File: src/rtl/life_cell_gen.sv
// Life-like cellular-automaton cell with loadable birth/survive masks and Generations-style decay.
// Optional age counter enabled by defining LIFE_CELL_AGE_EN.
module life_cell_gen #(
   parameter int             NEIGHBORS       = 8,
   parameter int             STATES          = 2,
   parameter logic [8:0]     BIRTH_DEFAULT   = 9'b000001000,
   parameter logic [8:0]     SURVIVE_DEFAULT = 9'b000001100,
   parameter int             AGE_W           = 8,
   localparam int            SW              = $clog2(STATES),
   localparam int            CW              = $clog2(NEIGHBORS + 1)
) (
   input  logic                 clk,
   input  logic                 rst,
   input  logic                 ena,
   input  logic                 state_0,
   input  logic [NEIGHBORS-1:0] neighbors,
   input  logic                 rule_load,
   input  logic [NEIGHBORS:0]   birth_in,
   input  logic [NEIGHBORS:0]   survive_in,
   output logic [SW-1:0]        state_d,
   output logic [SW-1:0]        state_q,
   output logic                 alive,
   output logic                 changed,
   output logic [AGE_W-1:0]     age
);

   // State a surviving-check failure falls to: dead for plain Life, first dying state otherwise.
   localparam logic [SW-1:0] DECAY = SW'((STATES == 2) ? 0 : 2);

   logic [SW-1:0]      r_state;
   logic               r_changed;
   logic [NEIGHBORS:0] r_birth;
   logic [NEIGHBORS:0] r_survive;
   logic [CW-1:0]      w_count;
   logic [SW-1:0]      w_state_d;

   // Live-neighbour count.
   always_comb begin
      w_count = '0;
      for (int i = 0; i < NEIGHBORS; i++) begin
         w_count = w_count + CW'(neighbors[i]);
      end
   end

   // Next-state rule; unreachable encodings at or above STATES collapse to dead.
   always_comb begin
      w_state_d = '0;
      if (r_state == '0) begin
         w_state_d = SW'(r_birth[w_count]);
      end else if (r_state == SW'(1)) begin
         w_state_d = r_survive[w_count] ? SW'(1) : DECAY;
      end else if (32'(r_state) < 32'(STATES - 1)) begin
         w_state_d = r_state + SW'(1);
      end else begin
         w_state_d = '0;
      end
   end

   // Cell state and change pulse.
   always_ff @(posedge clk) begin
      if (rst) begin
         r_state   <= SW'(state_0);
         r_changed <= 1'b0;
      end else if (ena) begin
         r_state   <= w_state_d;
         r_changed <= (w_state_d != r_state);
      end else begin
         r_state   <= r_state;
         r_changed <= 1'b0;
      end
   end

   // Rule masks; a same-cycle load only takes effect after this edge's update.
   always_ff @(posedge clk) begin
      if (rst) begin
         r_birth   <= BIRTH_DEFAULT[NEIGHBORS:0];
         r_survive <= SURVIVE_DEFAULT[NEIGHBORS:0];
      end else if (rule_load) begin
         r_birth   <= birth_in;
         r_survive <= survive_in;
      end else begin
         r_birth   <= r_birth;
         r_survive <= r_survive;
      end
   end

`ifdef LIFE_CELL_AGE_EN
   logic [AGE_W-1:0] r_age;

   // Saturating count of consecutive alive generations.
   always_ff @(posedge clk) begin
      if (rst) begin
         r_age <= '0;
      end else if (ena) begin
         if (r_state == SW'(1) && w_state_d == SW'(1)) begin
            if (r_age != '1) begin
               r_age <= r_age + AGE_W'(1);
            end else begin
               r_age <= r_age;
            end
         end else begin
            r_age <= '0;
         end
      end else begin
         r_age <= r_age;
      end
   end

   assign age = r_age;
`else
   assign age = '0;
`endif

   assign state_d = w_state_d;
   assign state_q = r_state;
   assign alive   = (r_state == SW'(1));
   assign changed = r_changed;

endmodule

File: config.mk
export PLATFORM = sky130hd
export DESIGN_NAME = life_cell_gen
export DESIGN_NICKNAME = d
export VERILOG_FILES = /design/src/rtl/life_cell_gen.sv
export SDC_FILE = /design/constraint.sdc
export NUM_CORES = 1
export LEC_CHECK = 0
export BUFFER_PORTS_ARGS = -buffer_cell sky130_fd_sc_hd__buf_4
export CAP_MARGIN = 20
export CORE_MARGIN = 2
export CORE_UTILIZATION = 44
export CTS_CLUSTER_SIZE = 24
export DETAILED_ROUTE_END_ITERATION = 10
export PLACE_DENSITY_LB_ADDON = 0.25
export SYNTH_ARGS = -nofsm -noshare
export SYNTH_HDL_FRONTEND = slang
export SYNTH_SLANG_ARGS = --single-unit
File: constraint.sdc
create_clock -name clk -period 5.75 [get_ports clk]
set_input_delay 1.15 -clock clk [delete_from_list [all_inputs] [get_ports clk]]
set_output_delay 1.15 -clock clk [all_outputs]
set_load 0.02 [all_outputs]
==> results.sh <==
export IMPL_hold_path_depth=2
export IMPL_drtPass1Iterations=3
export IMPL_die_h_um=55.9
export IMPL_setup_tns_ns=-0.0528
export IMPL_clock_sinks=20
export IMPL_rows=18
export IMPL_syn_cell_area_mm2=0.00118
export IMPL_antenna_found_initial=0
export IMPL_cp_slowest_cell="fa_2"
export IMPL_dr_max_layer_used="met4"
export IMPL_io_buffers=34
export IMPL_yosysUniqueCellTypes=34
export IMPL_drc=0
export IMPL_placed_area_mm2=0.00144
export IMPL_netlist_top_cells_count="dfxtp_1 (19), mux2i_1 (19), nor2_1 (18)"
export IMPL_worstHoldStart="r_survive[5]$_SDFFE_PP0P_"
export IMPL_crit_type="in2out"
export IMPL_numCtsBuffers=3
export IMPL_r2r_cells=6
export IMPL_grt_max_degree=23
export IMPL_dp_slack_ns=-0.149
export IMPL_num_vias=951
export IMPL_hp_class="reg2reg"
export IMPL_grt_overflow_total=0
export IMPL_root_buffer="clkbuf_4"
export IMPL_grt_pass1_vias=946
export IMPL_maxCapViolations=0
export IMPL_synth_top_area_cell="dfxtp_1"
export IMPL_gp_congestion=0.925
export IMPL_cp_required_ns=4.60
export IMPL_critPathMaxFanout=4
export IMPL_yosysSeqAreaShare_pct=34.6
export IMPL_grt_usage_pct=15.9
export IMPL_htreeDepth=1
export IMPL_violations="setup timing"
export IMPL_max_freq_mhz=172
export IMPL_tritoncts="built"
export IMPL_outcome="complete, but fails checks"
export IMPL_nets=197
export IMPL_wirelength_um=2280
export IMPL_finalHoldViolCount=0
export IMPL_grt_pass1_wl_um=4080
export IMPL_period_needed_ns=5.80
export IMPL_rr_endpoint="alive$_DFFE_PP_"
export IMPL_area_growth_pct=31.8
export IMPL_endpoint_kind="primary output"
export IMPL_die_w_um=55.9
export IMPL_crit_family="adder cells"
export IMPL_synth_area_leaders="dfxtp_1 (32%), mux2i_1 (16%), fa_1 (6.8%), buf_4 (5.7%), nor2_1 (5.7%)"
export IMPL_path_cells="buf_4 > inv_1 > fa_1 > fa_1 > fa_1 > inv_1 > ha_1 > fa_2 > mux2_4 > o32ai_4 > nor4_4 > nor3b_2 > nor2_1 > buf_4"
export IMPL_synth_top_area_share_pct=32.1
export IMPL_dp_hpwl_um=1760
export IMPL_dieArea_mm2=0.00312
export IMPL_wl_met2_um=1130
export IMPL_critPathBufInv=4
export IMPL_dr_wl_met3_um=133
export IMPL_drive_above_1_share_pct=35.4
export IMPL_fin_ws_ns=-0.0528
export IMPL_clk_latency_ns=0.31
export IMPL_finalPower_uw=534
export IMPL_synthArstFlopShare_pct=0
export IMPL_period_share_pct=101
export IMPL_design_area_mm2=0.00156
export IMPL_synthCells=122
export IMPL_setup_viol_count_final=1
export IMPL_wire_per_inst_um=12.1
export IMPL_rsz0062_at_grt="true"
export IMPL_vias_per_cell=5.06
export IMPL_leakagePower_uw=0.000769
export IMPL_final_max_slew_viol_count=0
export IMPL_r2r_setup_slack_ns=4.17
export IMPL_clock_skew_ns=0.00328
export IMPL_startpoint_type="primary input"
export IMPL_clkSlewWorstSetupHoldPaths_ns=0.12
export IMPL_avgSynthCellArea_um2=9.71
export IMPL_yosys_warnings=0
export IMPL_ir_drop_mv=0.382
export IMPL_hold_buffers=0
export IMPL_synth_seq_cells=20
export IMPL_clockBufferDepth=2
export IMPL_min_to="r_survive[5]$_SDFFE_PP0P_"
export IMPL_reg2reg_from="r_survive[4]$_SDFFE_PP0P_"
export IMPL_drt_met1_wl_um=1000
export IMPL_n_antenna_cell=0
export IMPL_slowest_delay_ns=0.59
export IMPL_ant_nets=0
export IMPL_arrival_ns=4.65
export IMPL_synth_edf_count=1
export IMPL_core_area_mm2=0.00252
export IMPL_drtIter0Drc=10
export IMPL_ios=43
export IMPL_synthFlopType="dfxtp_1"
export IMPL_initial_core_util_pct=47.0
export IMPL_cpMostUsedCell="fa_1"
export IMPL_powerDensity_mw_per_mm2=342
-- worst min-delay path: stages, from the launching register on --
cell	delay, ns
dfxtp_1	0.35
mux2i_1	0.07
nor2_1	0.07
-- cells in the final DEF (no fill, tap or decap), drive strengths merged --
cell type / n
nor3b: 1
mux2: 1
o21ai: 1
dfxtp: 19
mux2i: 19
o31ai: 1
xor2: 1
or2: 1
and4: 1
clkbuf: 4
nand2: 1
ha: 3
xnor2: 1
buf: 39
and4bb: 1
a21oi: 2
fa: 4
a31oi: 1
nor2: 18
inv: 12
nor2b: 6
conb: 8
nor4: 1
o32ai: 1
a211o: 3
edfxtp: 1
a2111oi: 3
and3: 2
a41o: 1
a311oi: 1
-- what timing repair did --
action / CTS / global route
endpoints found under the setup margin: 1 / 1
hold endpoints to repair: 0 / 0
pin swaps: 1 / 2
setup buffers: 1 / 0
resized for setup: 11 / 0
-- where the power goes --
part	leakage (µW)	internal [µW]	switching [µW]
Sequential	0.000168	152	7.27
Combinational	0.000575	137	138
Clock	0.0000261	53.1	46.9
-- layer usage --
layer | vias to the layer above | global-route usage [%]
li1 | 473 | -
met5 | - | 0
met1 | 445 | 19.1
met4 | 0 | 1.02
met3 | 2 | 5.12
met2 | 31 | 28.9
-- per-stage QoR --
stage	util, %	cells	hold slack (ns)
2_1_floorplan	-	129	0.452
6_report	61.9	188	0.515
4_1_cts	61.9	188	0.520
3_5_place_dp	57.0	183	0.489
3_3_place_gp	57.0	183	0.476
5_1_grt	61.9	188	0.539
-- cell families (layout without fill, tap and decap cells) --
group / Yosys count / count (layout) / synth area share, %
AND/OR/NAND/NOR: 32 / 32 / 13.8
buffers and inverters: 26 / 55 / 11.9
multiplexers: 20 / 20 / 17.3
flip-flops: 20 / 20 / 34.6
AO/OA/AOI/OAI: 14 / 14 / 10.6
adder cells (fa/ha/maj): 7 / 7 / 9.93
XOR/XNOR: 2 / 2 / 1.48
other: 1 / 8 / 0.316
-- worst max path at each step --
stage / startpoint / end / slack (ns) / cells past startpoint
2_1_floorplan: neighbors[0] / state_d / 0.03 / 13
3_3_place_gp: neighbors[0] / state_d / -0.1 / 14
3_5_place_dp: neighbors[0] / state_d / -0.15 / 15
4_1_cts: neighbors[0] / state_d / -0.05 / 15
5_1_grt: neighbors[0] / state_d / -0.21 / 15
6_report: neighbors[0] / state_d / -0.05 / 14
-- cell type report --
class / instances / area [µm²]
fillers: 240 / 961
multi-input cells: 83 / 728
flip-flops and latches: 20 / 410
repair buffers: 39 / 293
clock buffers: 4 / 47.5
inverters: 12 / 45.0
well taps: 30 / 37.5
-- state kept, by name, indices dropped and copies added (netlist names) --
| signal | count |
|---|---|
| changed | 1 |
| alive | 1 |
| r_birth | 9 |
| r_survive | 9 |
Power figures use the tool's default switching activity.
